==> config.mk <==
export PLATFORM = sky130hd
export DESIGN_NAME = pipe_ctrl
export DESIGN_NICKNAME = d
export VERILOG_FILES = /design/src/rtl/pipe_pkg.sv /design/src/rtl/sat_counter.sv /design/src/rtl/pipe_ctrl.sv
export SDC_FILE = /design/constraint.sdc
export NUM_CORES = 1
export LEC_CHECK = 0
export ABC_AREA = 1
export ABC_CLOCK_PERIOD_IN_PS = 3370
export BUFFER_PORTS_ARGS = -buffer_cell sky130_fd_sc_hd__buf_2
export CORE_ASPECT_RATIO = 0.9
export CORE_UTILIZATION = 25
export DETAILED_ROUTE_END_ITERATION = 12
export PLACE_DENSITY = 0.54
export SETUP_SLACK_MARGIN = 0.1
export SLEW_MARGIN = 30
export SYNTH_ARGS = -nofsm -noshare
export SYNTH_HDL_FRONTEND = slang
export SYNTH_SLANG_ARGS = --single-unit
==> constraint.sdc <==
create_clock -name clk -period 3.37 [get_ports clk]
set_clock_uncertainty 0.1 [all_clocks]
set_input_delay 0.337 -clock clk [delete_from_list [all_inputs] [get_ports clk]]
set_output_delay 0.337 -clock clk [all_outputs]
set_load 0.1 [all_outputs]
==> src/rtl/pipe_pkg.sv <==
// Shared types and constants for the pipeline stall/flush sequencer.
package pipe_pkg;

  // Register index width of the RV32I register file.
  localparam int REG_IDX_W = 5;

  // Sequencer states: normal flow, data access stall, discard of one stale fetch.
  typedef enum logic [1:0] {
    RUN   = 2'd0,
    DWAIT = 2'd1,
    DROP  = 2'd2
  } pctrl_state_t;

  // Control pair for one pipeline register.
  typedef struct packed {
    logic en;
    logic flush;
  } pipe_ctl_t;

endpackage

==> src/rtl/sat_counter.sv <==
// Saturating up-counter with synchronous active-high clear.
module sat_counter #(
  parameter int CNT_W = 32
) (
  input  logic             clk,
  input  logic             rst,
  input  logic             inc,
  output logic [CNT_W-1:0] count
);

  logic [CNT_W-1:0] count_q;
  logic [CNT_W-1:0] count_d;

  // Next count: step by one unless already at the all-ones ceiling.
  always_comb begin
    count_d = count_q;
    if (inc && (count_q != {CNT_W{1'b1}})) begin
      count_d = count_q + {{(CNT_W-1){1'b0}}, 1'b1};
    end else begin
      count_d = count_q;
    end
  end

  // Count register, cleared by reset.
  always_ff @(posedge clk) begin
    if (rst) begin
      count_q <= {CNT_W{1'b0}};
    end else begin
      count_q <= count_d;
    end
  end

  assign count = count_q;

endmodule

==> src/rtl/pipe_ctrl.sv <==
// Stall/flush sequencer for the 5-stage RV32I pipeline. Control outputs are
// combinational from the registered state and the current hazard inputs.
module pipe_ctrl #(
  parameter int CNT_W     = 32,
  parameter int REG_IDX_W = pipe_pkg::REG_IDX_W
) (
  input  logic                 clk,
  input  logic                 rst,
  input  logic [REG_IDX_W-1:0] id_rs1,
  input  logic [REG_IDX_W-1:0] id_rs2,
  input  logic                 id_uses_rs2,
  input  logic [REG_IDX_W-1:0] ex_rd,
  input  logic                 ex_is_load,
  input  logic                 ex_redirect,
  input  logic                 dmem_req,
  input  logic                 dmem_ready,
  output logic                 imem_req,
  input  logic                 imem_ready,
  output logic                 pc_en,
  output logic                 en_if_id,
  output logic                 en_id_ex,
  output logic                 en_ex_mem,
  output logic                 en_mem_wb,
  output logic                 flush_if_id,
  output logic                 flush_id_ex,
  output logic                 flush_ex_mem,
  output logic                 flush_mem_wb,
  output logic [CNT_W-1:0]     stall_cnt,
  output logic [CNT_W-1:0]     flush_cnt
);

  import pipe_pkg::*;

  pctrl_state_t state_q;
  pctrl_state_t state_d;
  pipe_ctl_t    if_id_s;
  pipe_ctl_t    id_ex_s;
  pipe_ctl_t    ex_mem_s;
  pipe_ctl_t    mem_wb_s;
  logic         pc_en_s;
  logic         imem_req_s;
  logic         load_use_s;
  logic         dstall_s;
  logic         any_flush_s;

  // x0 is never a real producer, and rs2 only matters when the ID instruction reads it.
  assign load_use_s = ex_is_load && (ex_rd != {REG_IDX_W{1'b0}}) &&
                      ((ex_rd == id_rs1) || (id_uses_rs2 && (ex_rd == id_rs2)));
  assign dstall_s   = dmem_req && !dmem_ready;

  // Hazard resolution: reset > data wait > redirect > load-use > fetch wait / stale drop.
  always_comb begin
    state_d    = RUN;
    if_id_s    = '{en: 1'b1, flush: 1'b0};
    id_ex_s    = '{en: 1'b1, flush: 1'b0};
    ex_mem_s   = '{en: 1'b1, flush: 1'b0};
    mem_wb_s   = '{en: 1'b1, flush: 1'b0};
    pc_en_s    = 1'b1;
    imem_req_s = 1'b1;
    if (rst) begin
      if_id_s    = '{en: 1'b0, flush: 1'b1};
      id_ex_s    = '{en: 1'b0, flush: 1'b1};
      ex_mem_s   = '{en: 1'b0, flush: 1'b1};
      mem_wb_s   = '{en: 1'b0, flush: 1'b1};
      pc_en_s    = 1'b0;
      imem_req_s = 1'b0;
      state_d    = RUN;
    end else if (dstall_s) begin
      // Freeze everything; a pending redirect stays in EX until the access completes.
      if_id_s.en  = 1'b0;
      id_ex_s.en  = 1'b0;
      ex_mem_s.en = 1'b0;
      mem_wb_s.en = 1'b0;
      pc_en_s     = 1'b0;
      imem_req_s  = 1'b0;
      state_d     = DWAIT;
    end else if (ex_redirect) begin
      // Redirect squashes the younger IF and ID instructions; a miss means a stale word is coming.
      if_id_s.flush = 1'b1;
      id_ex_s.flush = 1'b1;
      state_d       = imem_ready ? RUN : DROP;
    end else begin
      // In DROP the first returning word is the stale one, so it is treated like a fetch wait.
      state_d = ((state_q == DROP) && !imem_ready) ? DROP : RUN;
      if (load_use_s) begin
        pc_en_s       = 1'b0;
        if_id_s.en    = 1'b0;
        id_ex_s.flush = 1'b1;
      end else if ((state_q == DROP) || !imem_ready) begin
        pc_en_s       = 1'b0;
        if_id_s.flush = 1'b1;
      end else begin
        pc_en_s = 1'b1;
      end
    end
  end

  // Sequencer state register.
  always_ff @(posedge clk) begin
    if (rst) begin
      state_q <= RUN;
    end else begin
      state_q <= state_d;
    end
  end

  assign any_flush_s = if_id_s.flush || id_ex_s.flush || ex_mem_s.flush || mem_wb_s.flush;

  sat_counter #(.CNT_W(CNT_W)) u_stall_cnt (
    .clk   (clk),
    .rst   (rst),
    .inc   (!pc_en_s),
    .count (stall_cnt)
  );

  sat_counter #(.CNT_W(CNT_W)) u_flush_cnt (
    .clk   (clk),
    .rst   (rst),
    .inc   (any_flush_s && !rst),
    .count (flush_cnt)
  );

  assign imem_req     = imem_req_s;
  assign pc_en        = pc_en_s;
  assign en_if_id     = if_id_s.en;
  assign en_id_ex     = id_ex_s.en;
  assign en_ex_mem    = ex_mem_s.en;
  assign en_mem_wb    = mem_wb_s.en;
  assign flush_if_id  = if_id_s.flush;
  assign flush_id_ex  = id_ex_s.flush;
  assign flush_ex_mem = ex_mem_s.flush;
  assign flush_mem_wb = mem_wb_s.flush;

endmodule

==> results.md <==
* Status: completed
* Synth top area share at 29.70%
* Synthesized cell area at 4448 µm²
* Most frequent cells in the layout: nand2_1 (209), buf_2 (96), nor2_1 (71)
* Via density at 4.596
* Synth cell types at 27
* Routed len/inst at 13.60 µm
* Worst hold-check path type: primary input to flop
* Post-CTS sizing at 0
* GRT Overall Usage at 15.80%
* Initial Util at 25.99%
* Drt initial violations at 281
* Max cap viols at 0
* Post-layout util at 31.63%
* Vias in the first global route at 4316
* Hold Startpoint: imem_ready
* DR pass1 iterations at 5
* Largest net degree at the start of global routing at 36
* Power per Cell Area at 382.1 nW/µm²
* Hold Violations, Final at 0
* Critical Path AT at 1.99 ns
* DRC at 0
* CTS sink cnt at 66
* H-tree levels at 3
* Crit path launch type: primary input
* Net Count, Synth at 732
* Core Area at 17120 µm²
* Filler Cell Count at 1945
* Area Growth Syn to Fin at 21.72%
* Highest Clock Rate at 0.4124 GHz
* Min Tclk post-route at 2.425 ns
* Antenna Violating Nets Remaining at 0
* PortBufs at 96
* Total number of vias at 4716
* Layout cell share with drive strength beyond 1 at 16.94%
* Synth Register Bits at 66
* Post-CTS Hold Fix Bufs at 0
* Finish-stage setup viols at 0
* First-pass GRT wire length at 22850 µm
* Critical path launch point: ex_rd[3]
* CP Capture Type: primary output
* Clk slew on worst S/H paths at 0.05 ns
* Placed Cells at 1012
* Commonest non-fill, non-tap cell in the layout: nand2_1
* Non-Filler Instances at 1026
* Mean Syn Cell Area at 6.291 µm²
* Remaining Overflow, GRT at 0
* Root buffer cell: clkbuf_16
* Synth Instances at 707
* Peak VDD IR at 0.0002336 V
* Slew @ Worst Pin at 0.7009 ns
* WL final at 13960 µm
* Top cells by area, synth: dfxtp_1 (30%), nand2_1 (18%), xor2_1 (8.1%), a21oi_1 (6.8%), nor2_1 (6.1%)
* Setup TNS at 0 ns
* Reg2reg start: u_stall_cnt.count[1]
* Final GP Congestion at 0.9204
* Part of the cycle the worst path needs at 71.95%
* Overall Power at 0.002068 W
* RSZ-0062 raised after global routing: no
* Lkg Pwr at 2.227 nW
* Post-CTS Setup Bufs at 0
* Req. time, crit path at 2.93 ns
* Die Area at 18330 µm²
* Hpwl dp at 10470 µm
* Flip-flop and latch area at 1321 µm²
* Synth area leader: dfxtp_1
* Worst skew pair latency at 0.34 ns
* Die Width at 142.6 µm
* CTS max path bufs at 2
* Total clock buffers created by CTS at 9
* Crit path kind: primary input to primary output
* Worst rel slew slack at 53.22%
* Antenna violations before repair at 0
* Synth Warn # at 0
* # IOs at 97
* Sequential share of the synthesized area at 29.70%
* Worst Path Max Fanout at 17
* Die Y at 128.5 µm
* Max-slew violation count at 0
* Site Rows at 45
* NumNets Final at 813
* CTS tree: built
* # diodes at 0
* Area of the multi-input gates at 2718 µm²
[logic make-up after synthesis]
| group | Yosys count | share of synthesized area, % |
|---|---|---|
| AOI/OAI and AO/OA | 66 | 7.511 |
| xor gates and xnor gates | 55 | 10.83 |
| adders and majority gates | 2 | 0.5625 |
| buffers and inverters | 96 | 9.367 |
| DFF | 66 | 29.70 |
| and+or+nand+nor | 422 | 42.03 |
[worst max-delay path, cell delays in order]
cell and delay [ns]:
buf_2 0.10, inv_1 0.10, nand4_1 0.10, o21ai_0 0.19, inv_1 0.08, nand3_1 0.12, nand2_1 0.06, inv_1 0.06
nand2_1 0.12, buf_4 0.23, inv_1 0.06, buf_2 0.41
[sequential cells by signal, indices dropped and copies added (netlist names)]
signal	flops
u_stall_cnt.count	32
state_q	2
u_flush_cnt.count	32
[worst paths after layout]
check	to	slack (ns)	depth (start not counted)
hold reg to reg	state_q[1]	0.39	2
hold / removal	state_q[1]	0.09	2
setup reg to reg	u_stall_cnt.count[1]	0.96	12
setup / recovery	pc_en	0.95	12
[layer usage]
layer | up-vias | global-route usage (%) | wire [µm]
met5 | - | 0 | 0
met2 | 105 | 23.79 | 5975
li1 | 2461 | - | -
met1 | 2140 | 22.70 | 7141
met4 | 0 | 3.605 | 122
met3 | 10 | 3.573 | 716
[synth_stat cells (all sizes together)]
cell,n
nor4,3
nor3,31
nor2,77
a2111oi,1
nand3b,4
xor2,41
buf,18
nand2,214
inv,62
o21ai,5
nand4,41
xnor2,14
nand3,52
clkbuf,16
ha,2
dfxtp,66
a21oi,60
[report_power, final]
group	leakage (nW)	internal, W	switching [W]
Combinational	1.54	0.0000494	0.000216
Clock	0.151	0.000658	0.000343
Sequential	0.533	0.000790	0.0000113
[through the flow]
| stage | setup WS (ns) | hold slack, ns | cell area, µm² |
|---|---|---|---|
| after floorplan | 0.1234 | 0.3267 | 4456 |
| after global placement | 0.8483 | 0.3813 | 5106 |
| after detailed placement | 0.8850 | 0.3860 | 5106 |
| after CTS | 0.8818 | 0.07850 | 5414 |
| after global routing | 0.7252 | 0.09721 | 5414 |
| final | 0.9452 | 0.09113 | 5414 |
[cell type report]
type | instances | area share (%)
Multi-Input combinational cell | 545 | 50.20
Clock buffer | 11 | 4.483
Sequential cell | 66 | 24.40
Clock inverter | 3 | 1.202
Tap cell | 235 | 5.431
Inverter | 62 | 4.299
Timing Repair Buffer | 104 | 9.984
Power figures use the tool's default switching activity.
